`src/rtl/bus_master_seq.sv`:
```
// Command-queued bus master for the M0 port: WRITE/READ/WAIT_IRQ/NOP executed in order.
// Optional WAIT_IRQ watchdog built only when BMS_WATCHDOG_EN is defined.
module bus_master_seq #(
  parameter int unsigned DEPTH   = 8,
  parameter int unsigned AW      = $clog2(DEPTH),
  parameter int unsigned TIMEOUT = 1024
) (
  input  logic        clk,
  input  logic        reset_n,
  input  logic        cmd_valid,
  output logic        cmd_ready,
  input  logic [1:0]  cmd_op,
  input  logic [7:0]  cmd_addr,
  input  logic [31:0] cmd_data,
  output logic        M0_req,
  output logic        M0_wr,
  output logic [7:0]  M0_address,
  output logic [31:0] M0_dout,
  input  logic        M0_grant,
  input  logic [31:0] M_din,
  input  logic        F_interrupt,
  input  logic        D_interrupt,
  output logic        rd_valid,
  output logic [31:0] rd_data,
  output logic        busy,
  output logic        err
);

  typedef enum logic [1:0] {
    OP_NOP   = 2'b00,
    OP_WRITE = 2'b01,
    OP_READ  = 2'b10,
    OP_WAIT  = 2'b11
  } op_e;

  typedef enum logic [2:0] {
    S_IDLE,
    S_REQ,
    S_XFER,
    S_RDATA,
    S_WAITI,
    S_GAP
  } state_e;

  state_e state_q, state_d;

  // FIFO storage: {op, addr, data}
  logic [41:0]   mem_q [DEPTH];
  logic [AW-1:0] wr_ptr_q, wr_ptr_d;
  logic [AW-1:0] rd_ptr_q, rd_ptr_d;
  logic [AW:0]   count_q, count_d;
  logic          full, empty, push, pop;
  logic [41:0]   head;

  op_e           lat_op_q, lat_op_d;
  logic [7:0]    lat_addr_q, lat_addr_d;
  logic [31:0]   lat_data_q, lat_data_d;

  logic          m0_req_q, m0_req_d;
  logic          m0_wr_q, m0_wr_d;
  logic [7:0]    m0_addr_q, m0_addr_d;
  logic [31:0]   m0_dout_q, m0_dout_d;
  logic          rd_valid_q, rd_valid_d;
  logic [31:0]   rd_data_q, rd_data_d;

  logic          irq_hit;
  logic          wd_expire;

  assign full  = (count_q == (AW+1)'(DEPTH));
  assign empty = (count_q == '0);
  assign push  = cmd_valid && !full;
  assign pop   = (state_q == S_IDLE) && !empty;
  assign head  = mem_q[rd_ptr_q];

  assign irq_hit = (lat_data_q[0] & F_interrupt) | (lat_data_q[1] & D_interrupt);

`ifdef BMS_WATCHDOG_EN
  localparam int unsigned WDW = $clog2(TIMEOUT + 1);

  logic [WDW-1:0] wd_q, wd_d;
  logic           err_q, err_d;

  // Counter is held at zero outside WAITI, so it is already cleared on entry.
  assign wd_expire = (state_q == S_WAITI) && !irq_hit && (wd_q == WDW'(TIMEOUT - 1));

  always_comb begin
    wd_d  = '0;
    err_d = err_q | wd_expire;
    if (state_q == S_WAITI) begin
      wd_d = wd_q + WDW'(1);
    end
  end

  always_ff @(posedge clk) begin
    if (!reset_n) begin
      wd_q  <= '0;
      err_q <= 1'b0;
    end else begin
      wd_q  <= wd_d;
      err_q <= err_d;
    end
  end

  assign err = err_q;
`else
  logic [31:0] timeout_unused;

  assign timeout_unused = 32'(TIMEOUT);
  assign wd_expire      = 1'b0;
  assign err            = 1'b0;
`endif

  // FIFO pointers, occupancy and command latch
  always_comb begin
    wr_ptr_d   = wr_ptr_q + AW'(push);
    rd_ptr_d   = rd_ptr_q + AW'(pop);
    count_d    = count_q + (AW+1)'(push) - (AW+1)'(pop);
    lat_op_d   = lat_op_q;
    lat_addr_d = lat_addr_q;
    lat_data_d = lat_data_q;
    if (pop) begin
      lat_op_d   = op_e'(head[41:40]);
      lat_addr_d = head[39:32];
      lat_data_d = head[31:0];
    end
  end

  // Next-state logic
  always_comb begin
    state_d = state_q;
    case (state_q)
      S_IDLE: begin
        if (pop) begin
          case (lat_op_d)
            OP_WRITE, OP_READ: state_d = S_REQ;
            OP_WAIT:           state_d = (lat_data_d[1:0] == 2'b00) ? S_GAP : S_WAITI;
            default:           state_d = S_GAP;
          endcase
        end
      end
      S_REQ: begin
        if (M0_grant) begin
          state_d = (lat_op_q == OP_WRITE) ? S_GAP : S_RDATA;
        end
      end
      S_RDATA: state_d = S_GAP;
      S_WAITI: begin
        if (irq_hit || wd_expire) begin
          state_d = S_GAP;
        end
      end
      S_GAP:   state_d = S_IDLE;
      default: state_d = S_IDLE;
    endcase
  end

  // Output logic: bus outputs are registered from the next state and next command
  always_comb begin
    m0_req_d   = (state_d == S_REQ) || (state_d == S_RDATA);
    m0_wr_d    = m0_req_d && (lat_op_d == OP_WRITE);
    m0_addr_d  = m0_req_d ? lat_addr_d : '0;
    m0_dout_d  = m0_wr_d ? lat_data_d : '0;
    rd_valid_d = (state_q == S_RDATA);
    rd_data_d  = (state_q == S_RDATA) ? M_din : rd_data_q;
  end

  always_ff @(posedge clk) begin
    if (!reset_n) begin
      state_q    <= S_IDLE;
      wr_ptr_q   <= '0;
      rd_ptr_q   <= '0;
      count_q    <= '0;
      lat_op_q   <= OP_NOP;
      lat_addr_q <= '0;
      lat_data_q <= '0;
      m0_req_q   <= 1'b0;
      m0_wr_q    <= 1'b0;
      m0_addr_q  <= '0;
      m0_dout_q  <= '0;
      rd_valid_q <= 1'b0;
      rd_data_q  <= '0;
    end else begin
      state_q    <= state_d;
      wr_ptr_q   <= wr_ptr_d;
      rd_ptr_q   <= rd_ptr_d;
      count_q    <= count_d;
      lat_op_q   <= lat_op_d;
      lat_addr_q <= lat_addr_d;
      lat_data_q <= lat_data_d;
      m0_req_q   <= m0_req_d;
      m0_wr_q    <= m0_wr_d;
      m0_addr_q  <= m0_addr_d;
      m0_dout_q  <= m0_dout_d;
      rd_valid_q <= rd_valid_d;
      rd_data_q  <= rd_data_d;
    end
  end

  always_ff @(posedge clk) begin
    if (push) begin
      mem_q[wr_ptr_q] <= {cmd_op, cmd_addr, cmd_data};
    end
  end

  assign cmd_ready  = !full;
  assign busy       = (state_q != S_IDLE) || !empty;
  assign M0_req     = m0_req_q;
  assign M0_wr      = m0_wr_q;
  assign M0_address = m0_addr_q;
  assign M0_dout    = m0_dout_q;
  assign rd_valid   = rd_valid_q;
  assign rd_data    = rd_data_q;

endmodule

```
`config.mk`:
```
export PLATFORM = sky130hd
export DESIGN_NAME = bus_master_seq
export DESIGN_NICKNAME = d
export VERILOG_FILES = /design/src/rtl/bus_master_seq.sv
export SDC_FILE = /design/constraint.sdc
export NUM_CORES = 1
export LEC_CHECK = 0
export ABC_AREA = 1
export BUFFER_PORTS_ARGS = -buffer_cell sky130_fd_sc_hd__buf_2
export CAP_MARGIN = 5
export CORE_MARGIN = 4
export CORE_UTILIZATION = 55
export CTS_CLUSTER_DIAMETER = 100
export DETAILED_ROUTE_END_ITERATION = 10
export PLACE_DENSITY = 0.74
export SLEW_MARGIN = 10
export SYNTH_ARGS = -nofsm -noshare
export SYNTH_HDL_FRONTEND = slang
export SYNTH_SLANG_ARGS = --single-unit
```
`constraint.sdc`:
```
create_clock -name clk -period 4.6 [get_ports clk]
set_input_delay 0.23 -clock clk [delete_from_list [all_inputs] [get_ports clk]]
set_output_delay 0.23 -clock clk [all_outputs]
set_load 0.005 [all_outputs]
```
# [After elaboration in Yosys (flattened, before gate mapping)]
# Memory sizes are Yosys's and may differ from the RTL's. A register that Yosys moved wholly into a read port is not among the register bits.
# Index checks and enable logic that the tools add are counted.
[word_totals] wordCells=58 register_bits=130 ramBits=336 output_inout_bits=78 mem_count=1 inputBits=80
[memory_table] memory="mem_q" words=8 word_bits=42 rd=1 rd_clocked_by_memory_dff=1 wr=1 line_no="48" text="logic [41:0] mem_q [DEPTH];"
[classes] bitwise_logic=3 n_eq_ne=10 n_reduce_logical=14 mux=13 addsub=4
[op_table] operator="two-way mux 32 bit" n=1
[op_table] operator="two-way mux 3 bit" n=5
[op_table] operator="case mux 3 bit (4 select lines)" n=1
[op_table] operator="two-way mux 8 bit" n=1
[op_table] operator="adder 3 x 1 -> 3 bit" n=2
[op_table] operator="== test 3 x 1 -> 1 bit (second input constant)" n=2
[op_table] operator="== test 3 x 2 -> 1 bit (second input constant)" n=2
[op_table] operator="case mux 3 bit (2 select lines)" n=1
[op_table] operator="adder 4 x 1 -> 4 bit" n=1
[op_table] operator="== test 2 x 1 -> 1 bit (second input constant)" n=2
[op_table] operator="== test 2 bit (second input constant)" n=2
[op_table] operator="== test 4 bit (second input constant)" n=1
[op_table] operator="logical NOT 4 bit" n=1
[op_table] operator="AND reduction 2 bit" n=2
[op_table] operator="subtractor 4 x 1 -> 4 bit" n=1
[op_table] operator="== test 3 bit (second input constant)" n=1
[op_table] operator="logical AND 1 bit" n=3
[op_table] operator="logical NOT 3 bit" n=1
[op_table] operator="two-way mux 1 bit" n=3
[op_table] operator="nonzero test 3 bit" n=1
[op_table] operator="AND 1 bit" n=2
[op_table] operator="logical NOT 1 bit" n=2
[op_table] operator="logical NOT 2 bit" n=1
[op_table] operator="logical OR 1 bit" n=2
[op_table] operator="other kinds (3)" n=3

# [Depth between registers and ports, before layout]
[depth] depth_word=13 mapped_depth=17 depth_no_buf=15

# [Worst setup path after synthesis]
# No wires, ideal clock.
[synth_path] path_kind="reg2reg" from="register count_q[2]" to="memory mem_q[0][0] (enable)" setup_ns=0.441 t_required_ns=4.159 stages_incl_launch_ff=7 period_less_slack_ns=3.242 t_arrival_ns=2.801 path_slack_ns=1.358 n_path_buf=0 cell_sequence="dfxtp_1 inv_1 ha_1 nand3_1 nand2_1 or2_2 nor2_1"
[synth_between] elab_chain_cells=5
[synth_lines] element="start, declared" line_no="51" text="logic [AW:0] count_q, count_d;"
[synth_lines] element="start signal, assigned" line_no="186" text="count_q <= count_d;"
[synth_lines] element="== test 4 bit" line_no="69" text="assign full = (count_q == (AW+1)'(DEPTH));"
[synth_lines] element="logical NOT 1 bit"
[synth_lines] element="net cmd_ready" line_no="11" text="output logic cmd_ready,"
[synth_lines] element="logical AND 1 bit" line_no="71" text="assign push = cmd_valid && !full;"
[synth_lines] element="two-way mux 1 bit" line_no="200" text="if (push) begin"
[synth_lines] element="two-way mux 1 bit (implied by the code)" line_no="201" text="mem_q[wr_ptr_q] <= {cmd_op, cmd_addr, cmd_data};"
[synth_lines] element="end, declared" line_no="48"
# The timed path passes the listed nets, and every way through them passes these cells.

==> impl_metrics.py <==
metrics = {
    "run_status": {
        "outcome": "finished clean",
    },
    "clock_network": {
        "clock_transition_at_the_registers_of_the_reported_paths_ns": 0.06,
        "clock_tree_from_tritoncts": "done",
        "htree_num_levels": 2,
        "post-cts-setup-buffers": 0,
        "tritoncts.num_buffers": 46,
        "cts.root.buffer_cell": "sky130_fd_sc_hd__clkbuf_16",
        "cts_num_sinks": 466,
        "clk-insertion-delay-late_ns": 0.54,
        "cts_buffer_depth": 3,
    },
    "place": {
        "dpl.cell_count": 1930,
        "detailed_place_hpwl_um": 22300,
        "pre_cts_worst_setup_slack_ns": 0.692,
        "gp_routability_congestion": 0.778,
        "io_buffer_count": 156,
    },
    "finish": {
        "leading_cell_type_in_the_layout_fill_and_taps_excluded": "sky130_fd_sc_hd__edfxtp_1",
        "fillCellCount": 2153,
        "finish.net_count": 1751,
        "instances_no_fill": 2090,
        "layout-drive-gt1-share_pct": 15.6,
        "postLayoutCoreUtil_pct": 67.1,
        "antenna_cells": 0,
        "most-common-layout-cells": "336 x sky130_fd_sc_hd__edfxtp_1, 320 x sky130_fd_sc_hd__nor2_1, 194 x sky130_fd_sc_hd__o21ai_0",
        "areaGrowthSynthToFinish_pct": 19.5,
    },
    "drt": {
        "postRouteWirelength_um": 41000,
        "detailedRoute.firstPassIterationCount": 5,
        "dr.first_iter.drc_count": 1186,
        "postRouteAntennaNets": 0,
        "drc_errors": 0,
        "route.vias.total": 11825,
        "avgViaCountPerCell": 5.66,
        "wl_per_cell_um": 19.6,
    },
    "synth": {
        "synth.ff_latch_count": 466,
        "synth-main-ff-cell": "sky130_fd_sc_hd__edfxtp_1",
        "yosys_synthesis_warning_count": 0,
        "syn-num-nets": 1541,
        "synth_edf_count": 336,
        "synthesis.instances": 1447,
        "synth_area_mm2": 0.0173,
        "synth-async-reset-ratio_pct": 0,
        "synth.lib_cells_used.distinct": 32,
        "synth_sequential_area_ratio_pct": 73.3,
        "syn-mean-instance-area_um2": 12.0,
    },
    "timing": {
        "clock_period_minus_worst_slack_ns": 3.95,
        "finalHoldViolCount": 0,
        "final_max_slew_viol_count": 0,
        "timing.setup.tns_ns": 0,
        "rsz0062_at_grt": "no",
        "worst_slew_pin_slew_ns": 1.19,
        "setup-violations-final": 0,
        "fmaxAchievable_mhz": 253,
        "final.setup.worst_slack_ns": 0.653,
        "fin_hold_ws_ns": 0.199,
        "clock_skew_ns": 0.0108,
        "timing.max_slew.rel_slack_pct": 20.4,
        "finalCritPeriodShare_pct": 85.8,
    },
    "worst_setup_path": {
        "timing.critical_path.buf_inv": 2,
        "critical-path-top-cell-by-count": "sky130_fd_sc_hd__nor2_1",
        "critPathKind": "register to register",
        "cell_breakdown_of_the_critical_path": "inv_2 > o221ai_1 > nand3_1 > o21ai_1 > inv_1 > ha_1 > nor2_1 > a311oi_1 > nand4_2 > nor2_1",
        "arrival_ns": 4.38,
        "kind_of_start_point_of_the_critical_path": "register",
        "critical-path-slowest-cell": "sky130_fd_sc_hd__nand4_2",
        "endpoint_kind": "register",
        "crit_required_ns": 5.04,
        "critical-path-top-delay-family": "simple AND/OR/NAND/NOR gates",
        "cp_slowest_stage_delay_ns": 0.90,
        "critPathMaxFanout": 33,
    },
    "grt": {
        "via_count_of_the_first_global_routing_pass": 11942,
        "peak_usage_layer_in_the_global_routing_report": "met2",
        "globalRouteMet1Util_pct": 32.3,
        "grt_overflow": 0,
        "grt_util_all_layers_pct": 23.9,
        "grt_start_max_net_pins": 121,
        "met3_usage_pct": 4.91,
        "grt_pass1_wl_um": 64600,
        "gr-usage-met2_pct": 40.6,
        "antenna_found_initial": 0,
    },
    "worst_hold_path": {
        "worst_hold_path_type": "primary input to register",
    },
    "floorplan": {
        "io_pins": 158,
        "die_area_mm2": 0.0344,
        "core_area_mm2": 0.0308,
        "dieHeight_um": 185,
        "dieWidth_um": 185,
        "initial_utilization_pct": 56.2,
        "placementRows": 64,
    },
    "power": {
        "power.static_leakage_nw": 7.91,
        "pwr_density_cell_mw_per_mm2": 569,
        "ir_drop_mv": 0.345,
    },
    "job": {
        "cap_viol_max_count": 0,
    },
}
## through the flow
| step | power (mW) | instance area [um2] |
|---|---|---|
| after floorplan | 7.16 | 17300 |
| after global placement | 7.95 | 18400 |
| after detailed placement | 8.06 | 18400 |
| after CTS | 11.8 | 20700 |
| after global routing | 12.4 | 20700 |
| final | 11.8 | 20700 |
## power breakdown
group,switching [mW],internal [mW],total (mW)
clock,1.51,2.20,3.71
sequential,0.197,4.97,5.17
combinational,1.99,0.897,2.89
total,3.70,8.07,11.8
## area by class of cell
class,instances,area (um2),share of cell area [%]
Timing Repair Buffer,253,1700,8.20
Clock inverter,20,196,0.949
Sequential cell,466,12700,61.3
Inverter,79,299,1.44
Multi-Input combinational cell,811,4010,19.4
Tap cell,396,495,2.39
Clock buffer,65,1310,6.31
## routing by layer
metal | wire length [um] | part of all wire, % | up-vias
met3 | 3570 | 8.7 | 71
li1 | - | - | 5507
met2 | 20100 | 49 | 560
met4 | 657 | 1.6 | 0
met5 | 0 | 0 | -
met1 | 16700 | 41 | 5687
## registers in the layout (all words and copies together), names as in the netlist, 4 cells and up
name and flops:
M0_address 8, M0_dout 32, count_q 4, lat_addr_q 8, lat_data_q 32, mem_q 336, rd_data 32
## tightest hold or removal path, cell delays in order
cell and delay (ns):
sky130_fd_sc_hd__buf_2 0.08, sky130_fd_sc_hd__nand2_1 0.09, sky130_fd_sc_hd__inv_1 0.09, sky130_fd_sc_hd__ha_1 0.13, sky130_fd_sc_hd__nand2_1 0.05, sky130_fd_sc_hd__inv_1 0.04
## cells by family (layout without fill, tap and decap cells)
family                     count (synthesis)  in the layout  share of synthesized area (%)
xor gates and xnor gates                   3              3                          0.152
and+or+nand+nor                          497            497                           11.2
DFF                                      466            466                           73.3
AOI/OAI and AO/OA                        296            296                           10.4
adders and majority gates                 14             14                           1.05
buffers and inverters                    170            417                           3.96
other                                      1              1                         0.0217
## cell usage after synthesis (2+ instances only)
cell type,instances,share of area (%)
sky130_fd_sc_hd__edfxtp_1,336,58
sky130_fd_sc_hd__nor2_1,329,7.1
sky130_fd_sc_hd__o21ai_0,194,5.6
sky130_fd_sc_hd__dfxtp_1,130,15
sky130_fd_sc_hd__nand2_1,123,2.7
sky130_fd_sc_hd__inv_1,76,1.6
sky130_fd_sc_hd__o221ai_1,66,3.3
sky130_fd_sc_hd__clkbuf_1,62,1.3
sky130_fd_sc_hd__nand3_1,39,1.1
sky130_fd_sc_hd__buf_2,14,0.40
sky130_fd_sc_hd__o211ai_1,14,0.61
sky130_fd_sc_hd__o22ai_1,14,0.51
sky130_fd_sc_hd__ha_1,13,0.94
sky130_fd_sc_hd__buf_1,8,0.17
sky130_fd_sc_hd__buf_4,6,0.26
sky130_fd_sc_hd__inv_2,3,0.065
sky130_fd_sc_hd__a21oi_1,2,0.058
sky130_fd_sc_hd__o21ai_1,2,0.058
sky130_fd_sc_hd__or2_2,2,0.072
sky130_fd_sc_hd__xnor2_1,2,0.10
## worst paths after layout
check	start	to	slack [ns]	cells after the start
min reg2reg	state_q[1]$_SDFF_PN0_	state_q[1]$_SDFF_PN0_	0.49	1
max	rd_ptr_q[2]$_SDFF_PN0_	M0_dout[13]$_SDFF_PN0_	0.65	10
min	cmd_valid	wr_ptr_q[0]$_SDFF_PN0_	0.20	6
max reg2reg	rd_ptr_q[2]$_SDFF_PN0_	M0_dout[13]$_SDFF_PN0_	0.65	10
## timing repair
item	4_1_cts	5_1_grt
endpoints found under the hold margin	369	0
gates resized for setup	0	0
hold buffers	75	0
(Power assumes the default switching activity.)
